[src/rtl/cascade_timer_ctrl_if.sv]
// Nibble-serial load bus for the cascaded timer: one slice value per valid/ready beat,
// least-significant slice first.
interface cascade_timer_ctrl_if #(
    parameter int SLICE_W = 4
);
    logic               ld_valid;
    logic               ld_ready;
    logic [SLICE_W-1:0] ld_data;

    modport master (
        output ld_valid,
        output ld_data,
        input  ld_ready
    );

    modport slave (
        input  ld_valid,
        input  ld_data,
        output ld_ready
    );
endinterface

[src/rtl/cascade_timer_ctrl.sv]
// Sequencing controller for a cascaded down-counter: serial terminal-value load, arm,
// enable-gated run with slice borrow lookahead, terminal-count pulse and optional reload.
module cascade_timer_ctrl #(
    parameter int NSLICE  = 4,
    parameter int SLICE_W = 4
) (
    input  logic                       clk,
    input  logic                       rst_n,
    cascade_timer_ctrl_if.slave        ld_bus,
    input  logic                       i_start,
    input  logic                       i_stop,
    input  logic                       i_auto_reload,
    input  logic                       i_cnt_en,
    output logic [NSLICE*SLICE_W-1:0]  o_count,
    output logic                       o_tc,
    output logic                       o_busy,
    output logic [2:0]                 o_state
);
    localparam int W     = NSLICE * SLICE_W;
    localparam int IDX_W = (NSLICE > 1) ? $clog2(NSLICE) : 1;
    localparam logic [IDX_W-1:0] LAST_IDX = IDX_W'(NSLICE - 1);

    typedef enum logic [2:0] {
        S_IDLE = 3'd0,
        S_LOAD = 3'd1,
        S_ARM  = 3'd2,
        S_RUN  = 3'd3,
        S_DONE = 3'd4
    } state_t;

    state_t            r_state, w_state_nxt;
    logic [W-1:0]      r_count, w_count_nxt;
    logic [W-1:0]      r_shadow, w_shadow_nxt, w_shadow_wr;
    logic [IDX_W-1:0]  r_idx, w_idx_nxt, w_wr_idx;
    logic              r_tc, w_tc_nxt;
    logic              w_ready, w_beat, w_last_beat, w_count_zero;
    logic [NSLICE-1:0] w_slice_zero, w_borrow;

    // Decrement every slice whose borrow is set; a slice at zero wraps to all ones.
    function automatic logic [W-1:0] f_apply_borrow(input logic [W-1:0]      v,
                                                     input logic [NSLICE-1:0] b);
        logic [W-1:0] res;
        res = v;
        for (int k = 0; k < NSLICE; k++) begin
            if (b[k]) begin
                res[k*SLICE_W +: SLICE_W] = v[k*SLICE_W +: SLICE_W] - SLICE_W'(1);
            end
        end
        return res;
    endfunction

    assign w_ready         = (r_state != S_RUN);
    assign ld_bus.ld_ready = w_ready;
    assign w_beat          = ld_bus.ld_valid & w_ready;

    // Lookahead: slice k borrows when enabled and every lower slice is zero.
    always_comb begin : borrow_lookahead
        logic b;
        b = 1'b0;
        for (int k = 0; k < NSLICE; k++) begin
            w_slice_zero[k] = (r_count[k*SLICE_W +: SLICE_W] == '0);
        end
        for (int k = 0; k < NSLICE; k++) begin
            b = i_cnt_en;
            for (int j = 0; j < k; j++) begin
                b = b & w_slice_zero[j];
            end
            w_borrow[k] = b;
        end
    end

    assign w_count_zero = &w_slice_zero;

    // Outside LOAD a beat always restarts the sequence at slice 0.
    always_comb begin
        w_wr_idx    = (r_state == S_LOAD) ? r_idx : '0;
        w_shadow_wr = r_shadow;
        w_shadow_wr[w_wr_idx*SLICE_W +: SLICE_W] = ld_bus.ld_data;
        w_last_beat = (w_wr_idx == LAST_IDX);
    end

    always_comb begin
        w_state_nxt  = r_state;
        w_count_nxt  = r_count;
        w_shadow_nxt = r_shadow;
        w_idx_nxt    = r_idx;
        w_tc_nxt     = 1'b0;
        unique case (r_state)
            S_RUN: begin
                if (i_cnt_en) begin
                    if (w_count_zero) begin
                        w_tc_nxt = 1'b1;
                        if (i_auto_reload) begin
                            w_count_nxt = r_shadow;
                        end else begin
                            w_state_nxt = S_DONE;
                        end
                    end else begin
                        w_count_nxt = f_apply_borrow(r_count, w_borrow);
                    end
                end
                // A pause still lets this cycle's tc/reload action land.
                if (i_stop) begin
                    w_state_nxt = S_ARM;
                end
            end
            S_IDLE, S_LOAD, S_ARM, S_DONE: begin
                if ((r_state == S_LOAD) && i_stop) begin
                    w_state_nxt = S_IDLE;
                    w_idx_nxt   = '0;
                end else if (w_beat) begin
                    w_shadow_nxt = w_shadow_wr;
                    if (w_last_beat) begin
                        w_count_nxt = w_shadow_wr;
                        w_idx_nxt   = '0;
                        w_state_nxt = S_ARM;
                    end else begin
                        w_idx_nxt   = w_wr_idx + IDX_W'(1);
                        w_state_nxt = S_LOAD;
                    end
                end else if (i_start && (r_state == S_ARM)) begin
                    w_state_nxt = S_RUN;
                end else if (i_start && (r_state == S_DONE)) begin
                    w_count_nxt = r_shadow;
                    w_state_nxt = S_RUN;
                end
            end
            default: begin
                w_state_nxt = S_IDLE;
                w_idx_nxt   = '0;
            end
        endcase
    end

    always_ff @(posedge clk or negedge rst_n) begin
        if (!rst_n) begin
            r_state  <= S_IDLE;
            r_count  <= '0;
            r_shadow <= '0;
            r_idx    <= '0;
            r_tc     <= 1'b0;
        end else begin
            r_state  <= w_state_nxt;
            r_count  <= w_count_nxt;
            r_shadow <= w_shadow_nxt;
            r_idx    <= w_idx_nxt;
            r_tc     <= w_tc_nxt;
        end
    end

    assign o_count = r_count;
    assign o_tc    = r_tc;
    assign o_busy  = (r_state == S_LOAD) || (r_state == S_RUN);
    assign o_state = r_state;
endmodule

[src/flat_wrapper.sv]
// flat-port wrapper written by rule: the top's interface ports become plain ports
module cascade_timer_ctrl_flat 
#(
    parameter int NSLICE  = 4,
    parameter int SLICE_W = 4
)
  (clk, rst_n, i_start, i_stop, i_auto_reload, i_cnt_en, o_count, o_tc, o_busy, o_state, ld_bus_ld_valid, ld_bus_ld_data, ld_bus_ld_ready);
  cascade_timer_ctrl_if #(.SLICE_W(SLICE_W)) ld_bus_i ();
  input  logic clk;
  input  logic rst_n;
  input  logic i_start;
  input  logic i_stop;
  input  logic i_auto_reload;
  input  logic i_cnt_en;
  output logic [NSLICE*SLICE_W-1:0] o_count;
  output logic o_tc;
  output logic o_busy;
  output logic [2:0] o_state;
  input wire logic [$bits(ld_bus_i.ld_valid)-1:0] ld_bus_ld_valid;
  input wire logic [$bits(ld_bus_i.ld_data)-1:0] ld_bus_ld_data;
  output wire logic [$bits(ld_bus_i.ld_ready)-1:0] ld_bus_ld_ready;
  assign ld_bus_i.ld_valid = ld_bus_ld_valid;
  assign ld_bus_i.ld_data = ld_bus_ld_data;
  assign ld_bus_ld_ready = ld_bus_i.ld_ready;
  cascade_timer_ctrl #(.NSLICE(NSLICE), .SLICE_W(SLICE_W)) u_core (.clk(clk), .rst_n(rst_n), .ld_bus(ld_bus_i), .i_start(i_start), .i_stop(i_stop), .i_auto_reload(i_auto_reload), .i_cnt_en(i_cnt_en), .o_count(o_count), .o_tc(o_tc), .o_busy(o_busy), .o_state(o_state));
endmodule
[config.mk]
export PLATFORM = sky130hd
export DESIGN_NAME = cascade_timer_ctrl_flat
export DESIGN_NICKNAME = d
export VERILOG_FILES = /design/src/rtl/cascade_timer_ctrl_if.sv /design/src/rtl/cascade_timer_ctrl.sv /design/src/flat_wrapper.sv
export SDC_FILE = /design/constraint.sdc
export NUM_CORES = 1
export LEC_CHECK = 0
export BUFFER_PORTS_ARGS = -buffer_cell sky130_fd_sc_hd__clkbuf_2
export CAP_MARGIN = 5
export CORE_MARGIN = 2
export CORE_UTILIZATION = 52
export DETAILED_ROUTE_END_ITERATION = 16
export GPL_ROUTABILITY_DRIVEN = 0
export GPL_TIMING_DRIVEN = 0
export PLACE_DENSITY = 0.71
export SETUP_SLACK_MARGIN = 0.3
export SLEW_MARGIN = 5
export SYNTH_ARGS = -nofsm -noshare
export SYNTH_HDL_FRONTEND = slang
export SYNTH_SLANG_ARGS = --single-unit
[constraint.sdc]
create_clock -name clk -period 6.55 [get_ports clk]
set_clock_uncertainty 0.1 [all_clocks]
set_input_delay 0.9825 -clock clk [delete_from_list [all_inputs] [get_ports clk]]
set_output_delay 0.9825 -clock clk [all_outputs]
set_load 0.05 [all_outputs]
# Word-level counts from Yosys, hierarchy flattened
# Cells that the tools add are included.
[totals] reg_bits=38 inputBits=11 out_inout_bits=22 elab_cells=92
[classes] addsub=6 n_eq_ne=20 shifts=2 n_mux=31 bitwise_logic=6 n_reduce_logical=19
[op_table] operator="$mux 16" n=8
[op_table] operator="$neg 4->34" n=1
[op_table] operator="$shift 4x34->16 const A" n=1
[op_table] operator="$shiftx 4x34->16" n=1
[op_table] operator="$pmux 16 s2" n=1
[op_table] operator="$mux 3" n=8
[op_table] operator="$reduce_and 8->1" n=3
[op_table] operator="$bwmux 16" n=1
[op_table] operator="$logic_not 4->1" n=4
[op_table] operator="$sub 4x1->4 const B" n=4
[op_table] operator="$ne 3x1->1 const B" n=5
[op_table] operator="$mux 4" n=3
[op_table] operator="$ne 3x3->1 const B" n=4
[op_table] operator="$mux 2" n=5
[op_table] operator="$ne 3x2->1 const B" n=3
[op_table] operator="$reduce_and 4->1" n=2
[op_table] operator="$reduce_and 7->1" n=1
[op_table] operator="$eq 3x2->1 const B" n=2
[op_table] operator="$pmux 3 s2" n=1
[op_table] operator="$ne 5x1->1 const B" n=1
[op_table] operator="$and 1x1->1" n=4
[op_table] operator="$ne 2x2->1 const B" n=2
[op_table] operator="$pmux 2 s2" n=1
[op_table] operator="$reduce_or 4->1" n=1
[op_table] operator="other kinds (12)" n=17

# Depth between registers and ports, before layout
[logic_depth] depth_word=9 depth_mapped=10 depth_no_buf=9

# Least setup slack after synthesis
# OpenSTA, ideal clock, no wires.
[synth_path] path_type="register to register" startpoint="register u_core.r_state[0], in the netlist u_core.o_state[0]" endpoint="register u_core.r_count[11], in the netlist u_core.o_count[11]" setup_ps=128 arrival_time_ps=2621 t_required_ps=6322 path_slack_ps=3702 path_stages_with_launch=11 path_buffers=1 synth_period_minus_slack_ps=2848 cell_sequence="dfrtp_1 -> buf_2 -> nand2_1 -> nor3_2 -> inv_2 -> ha_1 -> nor4b_1 -> and4_1 -> a221oi_1 -> a21oi_1 -> mux2_1"
[synth_between] elab_chain_len=9 word_cells_on_any_way=30 cone_classes="add/sub (1); eq/ne (13); shift (2); mux (6); bitwise (1); reduce/logical (7)"
[synth_rtl] item="from (decl)" line="cascade_timer_ctrl.sv:31" source="state_t r_state, w_state_nxt;"
[synth_rtl] item="from (signal assigned)" line="cascade_timer_ctrl.sv:143" source="r_state <= w_state_nxt;"
[synth_rtl] item="$eq 3x1->1" line="cascade_timer_ctrl.sv:76, cascade_timer_ctrl.sv:88, cascade_timer_ctrl.sv:108"
[synth_rtl] item="$mux 2" line="cascade_timer_ctrl.sv:76" source="w_wr_idx = (r_state == S_LOAD) ? r_idx : '0;"
[synth_rtl] item="$neg 4->34" line="cascade_timer_ctrl.sv:78" source="w_shadow_wr[w_wr_idx*SLICE_W +: SLICE_W] = ld_bus.ld_data;"
[synth_rtl] item="$shiftx 4x34->16 / $shift 4x34->16 (equally long branches)" line="cascade_timer_ctrl.sv:78"
[synth_rtl] item="$bwmux 16" line="cascade_timer_ctrl.sv:78"
[synth_rtl] item="$mux 16" line="cascade_timer_ctrl.sv:113" source="if (w_last_beat) begin"
[synth_rtl] item="$mux 16" line="cascade_timer_ctrl.sv:111" source="end else if (w_beat) begin"
[synth_rtl] item="$mux 16" line="cascade_timer_ctrl.sv:108" source="if ((r_state == S_LOAD) && i_stop) begin"
[synth_rtl] item="$pmux 16 s2" line="cascade_timer_ctrl.sv:88" source="unique case (r_state)"
[synth_rtl] item="to (signal assigned)" line="cascade_timer_ctrl.sv:144" source="r_count <= w_count_nxt;"
[synth_rtl] item="to (decl)" line="cascade_timer_ctrl.sv:32" source="logic [W-1:0] r_count, w_count_nxt;"
# Several ways; a longest one is shown, not always the timed one. The select of a mux whose other input is x is not followed.
# A chain may end at the register's enable or synchronous reset.

# Worst setup path after layout
[layout_path] startpoint="register u_core.r_state[1], in the netlist u_core.o_state[1]" endpoint="register u_core.r_count[11], in the netlist u_core.o_count[11]"
# Same word-level chain as after synthesis.

==> impl_results.md <==
- Status: finished, final reports clean
- Area leader, netlist: dfrtp_1
- Clock Latency Late Sink: 0.29 ns
- Flop2flop setup slack: 3.50 ns
- # rows: 25
- Crit Path Max Fanout: 10
- Synth async-reset ratio: 100%
- Design area: 0.00295 mm2
- IO Pins: 33
- First-pass GRT wire length: 10.4 mm
- Worst setup SP type: flip-flop
- Ratio of cells with drive above 1 in the final layout: 19.4%
- Primary FF master, synth: dfrtp_1
- Average size of a mapped cell: 9.51 um2
- Largest net degree at the start of global routing: 39
- Port Buffers: 31
- Wirelength per Cell: 16.5 um
- TNS Setup: 0 ns
- Min-delay worst type: reg -> reg
- Vias: 2,231
- Count of cell types in the netlist: 57
- Vias in the first global route: 2,173
- Clk slew on worst S/H paths: 0.08 ns
- Worst slew margin: 35.7%
- Core area: 0.00475 mm2
- Final setup viols: 0
- Peak VDD IR: 0.315 mV
- Fin crit period: 3.05 ns
- Area occupied by multi-input gates: 0.00150 mm2
- Routed wire length: 6.20 mm
- Placed Instances: 368
- Grt ovf: 0
- Worst Min Path Start: u_core.r_shadow[2]
- Initial Utilization: 54.0%
- Critical Path Sink Type: flip-flop
- Reg2reg end: u_core.o_count[11]
- Post-CTS setup buffers: 0
- Required time of the worst setup path: 6.68 ns
- Antenna Cells: 0
- End of the worst hold path: u_core.r_shadow[2]
- Post-Syn Nets: 292
- Synthesis warning total: 0
- Critical Path AT: 3.19 ns
- Register area share after synthesis: 37.0%
- Top cells by area, synth: dfrtp_1 (37%), mux2_1 (6.1%), ha_1 (5.4%), mux2i_1 (4.3%), a221oi_1 (3.8%)
- Max Cap Viol: 0
- Post-Synthesis Cell Area: 0.00257 mm2
- Die area: 0.00552 mm2
- Most frequent cell after synthesis: dfrtp_1
- Synth top cells by count: dfrtp_1 (38), nand2_1 (24), inv_1 (17), nor2_1 (17), mux2_1 (14)
- Top cell type's share of synthesized area: 37.0%
- Drt initial violations: 170
- R2R Path Start: u_core.o_state[1]
- Die height: 74.3 um
- TritonCTS clock tree: built
- Post_cts resized: 0
- DRC viols: 0
- Worst slack, placed: 3.60 ns
- Post-synthesis register bit count: 38
- Worst Max-Slew Pin Slew: 0.965 ns
- Root buffer cell: clkbuf_8
- Hold Fails Final Rpt: 0
- H-tree depth: 2
- Dpl cell area: 0.00281 mm2
- LEAKAGE: 0.00139 uW
- Final Max Slew Viols: 0
- Tot GR Track Use: 24.5%
- RSZ-0062 raised after global routing: no
- Clock sinks: 38
- Fill cells: 440
- Post-Layout Cell Count: 376
- CTS Hold Bufs: 0
- Number of iterations in the first detailed-routing pass: 4
- Clock buffer depth: 2
- Maximum clock frequency: 0.327 GHz
- Die Wd: 74.3 um
- Syn-to-layout area delta: 14.9%
- Vias/cell: 5.93
- Initial antenna violation count: 0
- Net count, final: 330
- Post-route ant nets: 0
- Sequential cell area: 951 um2
- CTS buffer count: 5
- DP Wirelength: 4.64 mm
- Hold Path Depth: 1
- Gate count of the mapped netlist: 270
- CP Class: reg -> reg
- Power per cell area: 517 mW/mm2
- Reg2Reg Depth: 9
- Worst Setup Slack, final: 3.50 ns
- EDFF count, synth: 0
- Final period utilization: 46.6%
routing by layer:
metal / GRT usage (%) / vias up / routed length (um)
met5: 0 / - / 0
met4: 8.13 / 0 / 103
met3: 4.47 / 12 / 329
met2: 39.5 / 66 / 2870
met1: 33.5 / 1086 / 2890
li1: - / 1067 / -
stage by stage:
stage	utilization (%)	power, uW	hold WS [ns]
2_1_floorplan	-	1080	0.357
3_3_place_gp	59.1	1260	0.372
3_5_place_dp	59.1	1280	0.381
4_1_cts	62.1	1530	0.399
5_1_grt	62.1	1640	0.420
6_report	62.1	1520	0.393
sequential cells by signal (all words and copies together) (netlist names):
signal and cells:
u_core.o_count 16, u_core.o_state 3, u_core.o_tc 1, u_core.r_idx 2
u_core.r_shadow 16
where the power goes:
part           total [uW]  switching (uW)  internal, uW
Combinational         886             569           316
Sequential            392            80.4           311
Clock                 247            84.5           162
Total                1520             734           790
critical path: stages, from the launching register on:
cell	delay [ns]
dfrtp_1	0.47
clkbuf_1	0.27
nor3_2	0.43
inv_2	0.11
ha_1	0.41
nor4b_1	0.44
and4_1	0.33
a221oi_1	0.11
a21oi_1	0.18
mux2_1	0.15
how the worst max path moves through the flow:
stage	slack, ns	to	cells after the start	startpoint
floorplan	3.70	u_core.o_count[11]	10	u_core.o_state[0]
global placement	3.59	u_core.o_count[8]	9	u_core.o_state[1]
detailed placement	3.60	u_core.o_count[11]	9	u_core.o_state[1]
CTS	3.57	u_core.o_count[11]	9	u_core.o_state[1]
global route	3.25	u_core.o_count[10]	8	u_core.o_state[1]
finish	3.50	u_core.o_count[11]	9	u_core.o_state[1]
cell families (layout without fill, tap and decap cells):
logic type | count (synthesis) | after routing | share of synthesized area [%]
flops | 38 | 38 | 37.0
simple gates | 90 | 90 | 19.9
xor+xnor | 7 | 7 | 2.39
fa+ha+maj | 13 | 13 | 6.14
mux | 28 | 28 | 11.7
buf+inv | 28 | 67 | 4.48
compound gates | 66 | 66 | 18.4
cell type report:
cell class	instances	share of cell area [%]
clock inverter	2	2.04
buffer	9	1.48
sequential	38	32.2
tap	67	2.84
multi-input combinational	204	50.9
clock buffer	6	2.80
inverter	19	2.42
timing repair buffer	31	5.26
layout by cell type (no fill, tap or decap), drive strengths merged, types with 4 or more instances in the layout:
cell    synthesis  final
dfrtp          38     38
nor3           11     11
xnor2           6      6
mux2i          11     11
buf             7      7
a221oi         11     11
nand3           9      9
nand2          24     24
ha             11     11
nor2           18     18
a21oi          13     13
clkbuf          2     39
mux2           17     17
o21ai          12     12
inv            19     19
a22o            4      4
and3            5      5
Note: power is estimated with default switching activity, not from simulation.
